<file path="config.mk">
export PLATFORM = sky130hd
export DESIGN_NAME = ex_muldiv
export DESIGN_NICKNAME = d
export VERILOG_FILES = /design/src/rtl/ex_muldiv_pkg.sv /design/src/rtl/ex_muldiv_div_radix2.sv /design/src/rtl/ex_muldiv.sv
export SDC_FILE = /design/constraint.sdc
export NUM_CORES = 2
export LEC_CHECK = 0
export BUFFER_PORTS_ARGS = -buffer_cell sky130_fd_sc_hd__buf_2
export CORE_ASPECT_RATIO = 0.6
export CORE_MARGIN = 2
export CORE_UTILIZATION = 45
export CTS_BUF_LIST = sky130_fd_sc_hd__clkbuf_4
export DETAILED_ROUTE_END_ITERATION = 10
export PLACE_DENSITY_LB_ADDON = 0.05
export SLEW_MARGIN = 20
export SYNTH_ARGS = -nofsm -noshare
export SYNTH_HDL_FRONTEND = slang
export SYNTH_SLANG_ARGS = --single-unit
</file>
<file path="constraint.sdc">
create_clock -name clk -period 11.2 [get_ports clk]
set_clock_uncertainty 0.1 [all_clocks]
set_input_delay 1.68 -clock clk [delete_from_list [all_inputs] [get_ports clk]]
set_output_delay 1.68 -clock clk [all_outputs]
set_load 0.03 [all_outputs]
</file>
<file path="src/rtl/ex_muldiv_pkg.sv">
// Shared definitions for the EX-stage multiply/divide unit.
// Holds bus widths, reset/stall encodings, M-extension opcodes and an opcode decoder.
// No logic of its own; imported by ex_muldiv and div_radix2.
package ex_muldiv_pkg;

  localparam logic RST_ENABLE = 1'b0;
  localparam logic STOP       = 1'b1;
  localparam logic NO_STOP    = 1'b0;

  localparam int ALU_OP_W   = 8;
  localparam int REG_ADDR_W = 5;

  localparam logic [REG_ADDR_W-1:0] NOP_REG_ADDR = '0;

  localparam logic [ALU_OP_W-1:0] EXE_MUL_OP    = 8'hA8;
  localparam logic [ALU_OP_W-1:0] EXE_MULH_OP   = 8'hA9;
  localparam logic [ALU_OP_W-1:0] EXE_MULHSU_OP = 8'hAA;
  localparam logic [ALU_OP_W-1:0] EXE_MULHU_OP  = 8'hAB;
  localparam logic [ALU_OP_W-1:0] EXE_DIV_OP    = 8'hAC;
  localparam logic [ALU_OP_W-1:0] EXE_DIVU_OP   = 8'hAD;
  localparam logic [ALU_OP_W-1:0] EXE_REM_OP    = 8'hAE;
  localparam logic [ALU_OP_W-1:0] EXE_REMU_OP   = 8'hAF;

  // Per-op control bits derived from the opcode.
  typedef struct packed {
    logic is_mul;
    logic is_div;
    logic is_signed_div;
    logic want_hi;
    logic want_rem;
    logic a_signed;
    logic b_signed;
  } op_info_t;

  function automatic op_info_t decode_op(input logic [ALU_OP_W-1:0] op);
    op_info_t d;
    d = '0;
    case (op)
      EXE_MUL_OP:    d.is_mul = 1'b1;
      EXE_MULH_OP:   begin d.is_mul = 1'b1; d.want_hi = 1'b1; d.a_signed = 1'b1; d.b_signed = 1'b1; end
      EXE_MULHSU_OP: begin d.is_mul = 1'b1; d.want_hi = 1'b1; d.a_signed = 1'b1; end
      EXE_MULHU_OP:  begin d.is_mul = 1'b1; d.want_hi = 1'b1; end
      EXE_DIV_OP:    begin d.is_div = 1'b1; d.is_signed_div = 1'b1; end
      EXE_DIVU_OP:   d.is_div = 1'b1;
      EXE_REM_OP:    begin d.is_div = 1'b1; d.is_signed_div = 1'b1; d.want_rem = 1'b1; end
      EXE_REMU_OP:   begin d.is_div = 1'b1; d.want_rem = 1'b1; end
      default:       d = '0;
    endcase
    return d;
  endfunction

endpackage

</file>
<file path="src/rtl/ex_muldiv_div_radix2.sv">
// Unsigned restoring radix-2 divider core, one quotient bit per cycle.
// Latency: ITERS cycles after start; done is asserted combinationally during the last step.
// No backpressure: flush or reset abandons the division immediately.
module div_radix2
  import ex_muldiv_pkg::*;
#(
  parameter int XLEN  = 32,
  parameter int ITERS = 32
) (
  input  logic            clk,
  input  logic            rst,
  input  logic            flush,
  input  logic            start,
  input  logic [XLEN-1:0] dividend,
  input  logic [XLEN-1:0] divisor,
  output logic            busy,
  output logic            done,
  output logic [XLEN-1:0] quot,
  output logic [XLEN-1:0] rem
);

  localparam int CW = (ITERS > 1) ? $clog2(ITERS) : 1;
  localparam logic [CW-1:0] LAST = CW'(ITERS - 1);

  logic [XLEN-1:0] rem_q;
  logic [XLEN-1:0] quo_q;
  logic [XLEN-1:0] dsr_q;
  logic [CW-1:0]   cnt;
  logic            busy_q;

  logic [XLEN:0]   shifted;
  logic [XLEN:0]   diff;
  logic [XLEN-1:0] rem_n;
  logic [XLEN-1:0] quo_n;

  // One restoring step: shift in the next dividend bit, subtract if it fits.
  always_comb begin
    shifted = {rem_q, quo_q[XLEN-1]};
    diff    = shifted - {1'b0, dsr_q};
    if (!diff[XLEN]) begin
      rem_n = diff[XLEN-1:0];
      quo_n = {quo_q[XLEN-2:0], 1'b1};
    end else begin
      rem_n = shifted[XLEN-1:0];
      quo_n = {quo_q[XLEN-2:0], 1'b0};
    end
  end

  assign busy = busy_q;
  assign done = busy_q && (cnt == LAST);
  assign quot = quo_n;
  assign rem  = rem_n;

  // Load on start, then step once per cycle until the last iteration.
  always_ff @(posedge clk) begin
    if (rst == RST_ENABLE || flush) begin
      rem_q  <= '0;
      quo_q  <= '0;
      dsr_q  <= '0;
      cnt    <= '0;
      busy_q <= 1'b0;
    end else if (start) begin
      rem_q  <= '0;
      quo_q  <= dividend;
      dsr_q  <= divisor;
      cnt    <= '0;
      busy_q <= 1'b1;
    end else if (busy_q) begin
      rem_q <= rem_n;
      quo_q <= quo_n;
      if (cnt == LAST) begin
        cnt    <= '0;
        busy_q <= 1'b0;
      end else begin
        cnt <= cnt + 1'b1;
      end
    end
  end

endmodule

</file>
<file path="src/rtl/ex_muldiv.sv">
// EX-stage RV32M multiply/divide unit with latched operands and a stall request to ctrl.
// Latency: MUL-class 2 cycles, DIV-class 1+DIV_ITERS cycles, div-by-zero/overflow 1 cycle.
// Holds stallreq_o while busy; annul_i or reset abandons the op with no done_o.
module ex_muldiv
  import ex_muldiv_pkg::*;
#(
  parameter int XLEN      = 32,
  parameter int DIV_ITERS = 32  // must equal XLEN: one quotient bit per iteration
) (
  input  logic                  clk,
  input  logic                  rst,
  input  logic [ALU_OP_W-1:0]   aluop_i,
  input  logic [XLEN-1:0]       reg1_i,
  input  logic [XLEN-1:0]       reg2_i,
  input  logic [REG_ADDR_W-1:0] wd_i,
  input  logic                  wreg_i,
  input  logic                  annul_i,
  output logic [XLEN-1:0]       wdata_o,
  output logic [REG_ADDR_W-1:0] wd_o,
  output logic                  wreg_o,
  output logic                  done_o,
  output logic                  stallreq_o
);

  typedef enum logic [1:0] {
    S_IDLE,
    S_MUL,
    S_DIV,
    S_DONE
  } state_t;

  localparam logic [XLEN-1:0] INT_MIN = {1'b1, {(XLEN-1){1'b0}}};

  state_t                  state;
  op_info_t                cur;

  logic [XLEN-1:0]         a_q;
  logic [XLEN-1:0]         b_q;
  logic                    want_hi_q;
  logic                    want_rem_q;
  logic                    a_sgn_q;
  logic                    b_sgn_q;
  logic                    neg_q;
  logic                    neg_r;
  logic                    wreg_l;
  logic [REG_ADDR_W-1:0]   wd_q;
  logic                    done_q;
  logic                    wreg_q;
  logic [XLEN-1:0]         wdata_q;

  logic                    b_zero;
  logic                    ovf;
  logic                    div_start;
  logic [XLEN-1:0]         dvd_abs;
  logic [XLEN-1:0]         dsr_abs;
  logic [XLEN-1:0]         spec_res;

  logic                    div_busy;
  logic                    div_done;
  logic [XLEN-1:0]         core_quot;
  logic [XLEN-1:0]         core_rem;
  logic [XLEN-1:0]         div_res;

  logic [XLEN:0]           ma;
  logic [XLEN:0]           mb;
  logic [2*XLEN-1:0]       wa;
  logic [2*XLEN-1:0]       wb;
  logic [2*XLEN-1:0]       prod;
  logic [XLEN-1:0]         mul_res;

  assign cur = decode_op(aluop_i);

  // Classify the incoming op and prepare divider operands and the short-cut result.
  always_comb begin
    b_zero    = (reg2_i == '0);
    ovf       = cur.is_signed_div && (reg1_i == INT_MIN) && (&reg2_i);
    div_start = (rst != RST_ENABLE) && !annul_i && (state == S_IDLE) &&
                cur.is_div && !b_zero && !ovf;
    dvd_abs   = (cur.is_signed_div && reg1_i[XLEN-1]) ? -reg1_i : reg1_i;
    dsr_abs   = (cur.is_signed_div && reg2_i[XLEN-1]) ? -reg2_i : reg2_i;
    if (b_zero) spec_res = cur.want_rem ? reg1_i : '1;
    else        spec_res = cur.want_rem ? '0 : reg1_i;
  end

  // Full 2*XLEN product of the latched operands, each sign- or zero-extended per op.
  always_comb begin
    ma      = {a_sgn_q & a_q[XLEN-1], a_q};
    mb      = {b_sgn_q & b_q[XLEN-1], b_q};
    wa      = {{(XLEN-1){ma[XLEN]}}, ma};
    wb      = {{(XLEN-1){mb[XLEN]}}, mb};
    prod    = wa * wb;
    mul_res = want_hi_q ? prod[2*XLEN-1:XLEN] : prod[XLEN-1:0];
  end

  // Signed fix-up on the divider's final step, applied as the result is registered.
  always_comb begin
    if (want_rem_q) div_res = neg_r ? -core_rem : core_rem;
    else            div_res = neg_q ? -core_quot : core_quot;
  end

  // Stall request: raised as soon as an M-op appears in IDLE, dropped by annul or reset.
  always_comb begin
    stallreq_o = NO_STOP;
    if (rst != RST_ENABLE && !annul_i) begin
      case (state)
        S_IDLE:  if (cur.is_mul || cur.is_div) stallreq_o = STOP;
        S_MUL:   stallreq_o = STOP;
        S_DIV:   stallreq_o = div_busy ? STOP : NO_STOP;
        default: stallreq_o = NO_STOP;
      endcase
    end
  end

  div_radix2 #(
    .XLEN  (XLEN),
    .ITERS (DIV_ITERS)
  ) u_div (
    .clk      (clk),
    .rst      (rst),
    .flush    (annul_i),
    .start    (div_start),
    .dividend (dvd_abs),
    .divisor  (dsr_abs),
    .busy     (div_busy),
    .done     (div_done),
    .quot     (core_quot),
    .rem      (core_rem)
  );

  // Control FSM; done_o/wreg_o/wdata_o are registered on entry to DONE.
  always_ff @(posedge clk) begin
    if (rst == RST_ENABLE) begin
      state      <= S_IDLE;
      a_q        <= '0;
      b_q        <= '0;
      want_hi_q  <= 1'b0;
      want_rem_q <= 1'b0;
      a_sgn_q    <= 1'b0;
      b_sgn_q    <= 1'b0;
      neg_q      <= 1'b0;
      neg_r      <= 1'b0;
      wreg_l     <= 1'b0;
      wd_q       <= NOP_REG_ADDR;
      done_q     <= 1'b0;
      wreg_q     <= 1'b0;
      wdata_q    <= '0;
    end else if (annul_i) begin
      state   <= S_IDLE;
      done_q  <= 1'b0;
      wreg_q  <= 1'b0;
      wdata_q <= '0;
    end else begin
      done_q  <= 1'b0;
      wreg_q  <= 1'b0;
      wdata_q <= '0;
      case (state)
        S_IDLE: begin
          if (cur.is_mul || cur.is_div) begin
            a_q        <= reg1_i;
            b_q        <= reg2_i;
            want_hi_q  <= cur.want_hi;
            want_rem_q <= cur.want_rem;
            a_sgn_q    <= cur.a_signed;
            b_sgn_q    <= cur.b_signed;
            neg_q      <= cur.is_signed_div && (reg1_i[XLEN-1] ^ reg2_i[XLEN-1]);
            neg_r      <= cur.is_signed_div && reg1_i[XLEN-1];
            wreg_l     <= wreg_i;
            wd_q       <= wd_i;
            if (cur.is_mul) begin
              state <= S_MUL;
            end else if (b_zero || ovf) begin
              state   <= S_DONE;
              done_q  <= 1'b1;
              wreg_q  <= wreg_i;
              wdata_q <= spec_res;
            end else begin
              state <= S_DIV;
            end
          end
        end
        S_MUL: begin
          state   <= S_DONE;
          done_q  <= 1'b1;
          wreg_q  <= wreg_l;
          wdata_q <= mul_res;
        end
        S_DIV: begin
          if (div_done) begin
            state   <= S_DONE;
            done_q  <= 1'b1;
            wreg_q  <= wreg_l;
            wdata_q <= div_res;
          end
        end
        default: state <= S_IDLE;
      endcase
    end
  end

  assign done_o  = done_q;
  assign wreg_o  = wreg_q;
  assign wdata_o = wdata_q;
  assign wd_o    = wd_q;

endmodule

</file>
* Yosys cells after proc, flatten, opt, wreduce, memory -nomap -nowiden
Index checks and enable logic that the tools add are counted.
** Cells by class
- Multiply operators :: 1
- Mux-type cells :: 48
- Reductions and logical operators :: 31
- Equality and inequality tests :: 14
- $add $sub $neg :: 6
- Bitwise operators :: 5
** Operator list (number)
- $mux 32 :: 16
- $neg 32->32 :: 4
- $pmux 32 s3 :: 1
- $eq 8x8->1 const B :: 8
- $mul 33x33->64 :: 1
- $sub 33x32->33 :: 1
- $eq 32x32->1 const B :: 1
- $logic_not 32->1 :: 1
- $reduce_and 32->1 :: 1
- $mux 1 :: 23
- $logic_and 1x1->1 :: 11
- $reduce_or 2->1 :: 5
- $pmux 1 s3 :: 3
- $reduce_or 4->1 :: 2
- $mux 2 :: 3
- $pmux 2 s3 :: 1
- $add 5x1->5 const B :: 1
- $eq 5x5->1 const B :: 1
- $mux 5 :: 1
- $logic_not 1->1 :: 3
- $logic_or 1x1->1 :: 3
- $reduce_and 3->1 :: 1
- $reduce_or 3->1 :: 1
- $and 1x1->1 :: 2
- 9 further kinds :: 10
** Storage, ports and cells
- Logic and storage cells :: 124
- Output and inout bits :: 40
- Bits of input ports :: 81
- Register bits :: 214

* Logic depth before layout (Yosys ltp)
- Depth after elaboration :: 10
- Gate-level depth with buffers :: 33
- Depth with buffers taken out :: 30

* By module
A second synthesis with hierarchy kept.
** Unflattened totals
- Cells, all modules :: 6044
- Area, all modules :: 52268.9 um^2
** By module, submodules not included
- ex_muldiv :: cells each 5272, sequential area each 2242.2 um^2, instances 1, area an instance 45771.4 um^2
- div_radix2 :: cells each 772, sequential area each 2042.0 um^2, instances 1, area an instance 6497.5 um^2

* Worst setup path after synthesis
Ideal clock, no wire load.
- Kind :: flip-flop to flip-flop
- From :: register a_sgn_q
- To :: register wdata_q[31] (netlist: wdata_o[31])
- Cell stages (with the launch flop) :: 31
- Path buffers :: 2
- Clock period less this slack :: 8.198 ns
- Path slack :: 3.002 ns
- Data arrival time :: 7.973 ns
- Required time :: 10.974 ns
- Setup time :: 0.126 ns
- Cells stage by stage :: dfxtp_1 and2_1 clkbuf_1 clkbuf_1 nand2_1 inv_1 fa_1 inv_1 fa_1 inv_1 fa_1 fa_1 inv_1 fa_1 inv_1 fa_1 inv_1 fa_1 fa_1 inv_1 ha_1 a21oi_1 a21boi_0 o31a_1 and2_1 o21ai_0 a311oi_1 xnor2_1 o221ai_1 a21oi_1 a31oi_1
** On the way
- Cells in the longest elaborated chain, start to end :: 4
** RTL lines
- from (decl) :: line ex_muldiv.sv:41 : logic a_sgn_q;
- from (signal assigned) :: line ex_muldiv.sv:163 : a_sgn_q <= cur.a_signed;
- $and 1x1->1 :: line ex_muldiv.sv:87 : ma = {a_sgn_q & a_q[XLEN-1], a_q};
- $mul 33x33->64 :: line ex_muldiv.sv:91 : prod = wa * wb;
- $mux 32 :: line ex_muldiv.sv:92 : mul_res = want_hi_q ? prod[2*XLEN-1:XLEN] : prod[XLEN-1:0];
- $pmux 32 s3 :: line ex_muldiv.sv:156 : case (state)
- to (signal assigned) :: line ex_muldiv.sv:175 : wdata_q <= spec_res;
- to (signal assigned) :: line ex_muldiv.sv:185 : wdata_q <= mul_res;
- to (signal assigned) :: line ex_muldiv.sv:192 : wdata_q <= div_res;
- to (decl) :: line ex_muldiv.sv:49 : logic [XLEN-1:0] wdata_q;
Every way passes these cells.
A chain may end at the register's enable or synchronous reset.

* Worst setup path after layout
- From :: register b_q[1]
- To :: register wdata_q[31] (netlist: wdata_o[31])
** On the way
- Cells in the longest elaborated chain, start to end :: 3
** RTL lines
- from (decl) :: line ex_muldiv.sv:38 : logic [XLEN-1:0] b_q;
- from (signal assigned) :: line ex_muldiv.sv:160 : b_q <= reg2_i;
- $mul 33x33->64 :: line ex_muldiv.sv:91
- $mux 32 :: line ex_muldiv.sv:92
- $pmux 32 s3 :: line ex_muldiv.sv:156
Every way passes these cells.

==> qor.yml <==
num_rows: 96
area_growth_pct: 5.231
finalCritPeriodShare_pct: 86.41
htree_levels: 2
port_buffers: 120
cpPeakStageDelay_ns: 0.97
total_leakage_power_nw: 25.76
drt_first_pass_iters: 6
regArea_mm2: 0.004294
ys_seq_area_share_pct: 8.163
cts_tree: "built"
clock_latency_ns: 0.92
async_flop_share_pct: 0
ir_drop_mv: 0.05860
tns_ns: 0
grt_usage_pct: 32.83
cp_max_fo: 26
netlist_instances: 6117
grt_pass1_wl_mm: 289.3
clk_pin_slew_ns: 0.08
cap_violations: 0
antenna_found_initial: 15
drc: 0
multi_input_area_mm2: 0.04239
ctsRootBufferMaster: "clkbuf_4"
crit_family: "adder cells"
finalHoldViolCount: 0
cts_resized: 0
netlist_area_mm2: 0.05248
drive_above_1_share_pct: 6.288
final_common_cell: "inv_1"
synthesis.nets: 7579
final-setup-viol-count: 0
cp_slowest_cell: "dfxtp_1"
mostFrequentLayoutCells: "1187 x inv_1, 1126 x fa_1, 986 x nand2_1, 364 x and2_1, 255 x ha_1"
via_per_inst: 5.558
slew_headroom_pct: 23.42
synth_ff_type: "dfxtp_1"
postCtsHoldBufs: 0
routabilityCongestion: 0.9679
synth-seq-cells: 214
grt_pass1_vias: 42292
maxSlewViolCount: 0
hold_path_class: "flop to flop"
dp_hpwl_mm: 154.3
worst_pin_slew_ns: 1.147
syn_area_per_cell_um2: 8.579
path_common_cell: "fa_1"
fp.dieArea_mm2: 0.1195
status: "finished clean"
synth_edf_count: 0
numPlacedInstances: 7510
antenna_left: 0
max_freq_mhz: 103.3
via_count: 42351
worstPathBufferInverterCount: 4
endpoint_kind: "flop"
nFillCells: 11378
powerDensity_mw_per_mm2: 34.37
yosys.cell_types.count: 91
cp.required_ns: 11.94
period_needed_ns: 9.678
core_mm2: 0.1150
die_w_um: 444.9
crit_type: "flop to flop"
worstPathArrival_ns: 10.42
grt_max_degree: 78
synth_area_leaders: "fa_1 43%, inv_1 8.5%, dfxtp_1 8.2%"
yosys_warnings: 0
layoutNonFillerInstCount: 7620
cts_setup_buffers: 0
fin_nets: 7511
die_y_um: 268.5
drtIter0Drc: 4227
synth_top_cell_area_share_pct: 42.95
cts_made_buffers: 56
ios: 121
synth.largest_area_cell: "fa_1"
grt_overflow: 0
start_util_pct: 45.65
clockBufferDepth: 3
reg2reg_slack_ns: 1.52
cp-start-kind: "flop"
wirelength_mm: 192.8
rsz0062_at_grt: "false"
clkSinkCount: 214
post_drt_wl_per_cell_um: 25.30
-- power breakdown --
group | switching [W] | internal, W | leakage, nW
Clock | 0.000446 | 0.000365 | 0.427
Sequential | 0.00000731 | 0.000763 | 1.73
Combinational | 0.000225 | 0.0000918 | 23.6
-- synth_stat cells (all sizes together), types with 7 or more instances --
| cell | count |
|---|---|
| nor4 | 23 |
| o21a | 25 |
| o21ai | 126 |
| a211o | 8 |
| ha | 255 |
| xnor2 | 102 |
| a211oi | 128 |
| and2 | 364 |
| o221ai | 11 |
| fa | 1126 |
| nor3 | 53 |
| o31a | 7 |
| xor2 | 100 |
| or3 | 29 |
| mux2 | 10 |
| mux2i | 44 |
| buf | 23 |
| dfxtp | 214 |
| a21oi | 182 |
| o31ai | 35 |
| a21o | 38 |
| and3 | 35 |
| nor2 | 257 |
| a31oi | 18 |
| or2 | 20 |
| nand2 | 986 |
| nand3b | 11 |
| inv | 1188 |
| nand3 | 42 |
| o21bai | 9 |
| clkbuf | 332 |
| o211ai | 19 |
| nand4 | 24 |
| a21boi | 75 |
| nor2b | 49 |
| o41ai | 13 |
| o22ai | 18 |
| nand2b | 33 |
| or4 | 14 |
-- worst register-to-register path: stages (launching register included) --
cell      delay [ns]
dfxtp_1         0.97
and3_1          0.35
fa_1            0.56
fa_1            0.65
fa_1            0.50
inv_1           0.47
fa_1            0.52
inv_1           0.10
fa_1            0.44
fa_1            0.51
fa_1            0.49
inv_1           0.05
fa_1            0.58
inv_1           0.08
ha_1            0.40
a21oi_1         0.23
o21ai_0         0.25
nor4_1          0.37
o211ai_1        0.19
o211ai_1        0.36
and2_1          0.24
o21ai_0         0.16
a311oi_1        0.36
xnor2_1         0.13
o221ai_1        0.29
a21oi_1         0.08
a31oi_1         0.18
-- sequential cells by signal, indices dropped and copies added, names as in the netlist --
name,flops
u_div.dsr_q,32
done_o,1
neg_r,1
want_rem_q,1
u_div.rem_q,32
wreg_l,1
want_hi_q,1
u_div.cnt,5
a_q,32
a_sgn_q,1
wdata_o,32
b_sgn_q,1
u_div.quo_q,32
wd_o,5
state,2
u_div.busy,1
b_q,32
wreg_o,1
neg_q,1
-- kinds of logic (layout without fill, tap and decap cells) --
kind of cell / after synthesis / after routing / synth area share [%]
AND/OR/NAND/NOR: 1954 / 1954 / 17.39
buffers and inverters: 1543 / 1517 / 11.14
adder cells (fa/ha/maj): 1381 / 1381 / 49.03
AO/OA/AOI/OAI: 769 / 769 / 9.851
flip-flops: 214 / 214 / 8.163
XOR/XNOR: 202 / 202 / 3.371
multiplexers: 54 / 54 / 1.054
other: 0 / 10 / 0
-- path summary, 6_finish.rpt --
path | startpoint | endpoint | depth (start not counted)
worst min register to register | u_div.dsr_q[31] | u_div.dsr_q[31] | 2
worst max-delay path | b_q[1] | wdata_o[31] | 26
worst max register to register | b_q[1] | wdata_o[31] | 26
worst min-delay path | u_div.dsr_q[31] | u_div.dsr_q[31] | 2
-- stage by stage --
stage	hold slack [ns]	setup WS, ns	power [W]	cell area (um^2)	util (%)
final	0.3571	1.522	0.001898	55230	48.04
after CTS	0.3576	1.621	0.001899	55190	48.01
after global placement	0.3435	1.879	0.001089	54460	47.37
after floorplan	0.3319	3.002	0.0009661	52480	-
after global routing	0.3761	0.9982	0.001973	55210	48.03
after detailed placement	0.3480	1.705	0.001090	54460	47.37
-- layer usage --
layer	part of all wire [%]	vias to the layer above	track usage [%]
met5	0.023	-	0
met2	36	1936	41.27
li1	-	18600	-
met3	12	171	11.67
met4	1.4	8	4.413
met1	50	21636	53.31
-- layout make-up --
cell class | count | share of cell area (%)
Sequential cell | 214 | 7.776
Multi-Input combinational cell | 4360 | 76.76
Tap cell | 1519 | 3.441
Clock buffer | 76 | 1.033
Clock inverter | 24 | 0.2968
Inverter | 1188 | 8.075
Antenna cell | 10 | 0.04531
Timing Repair Buffer | 229 | 2.569
Note: power is estimated with default switching activity, not from simulation.
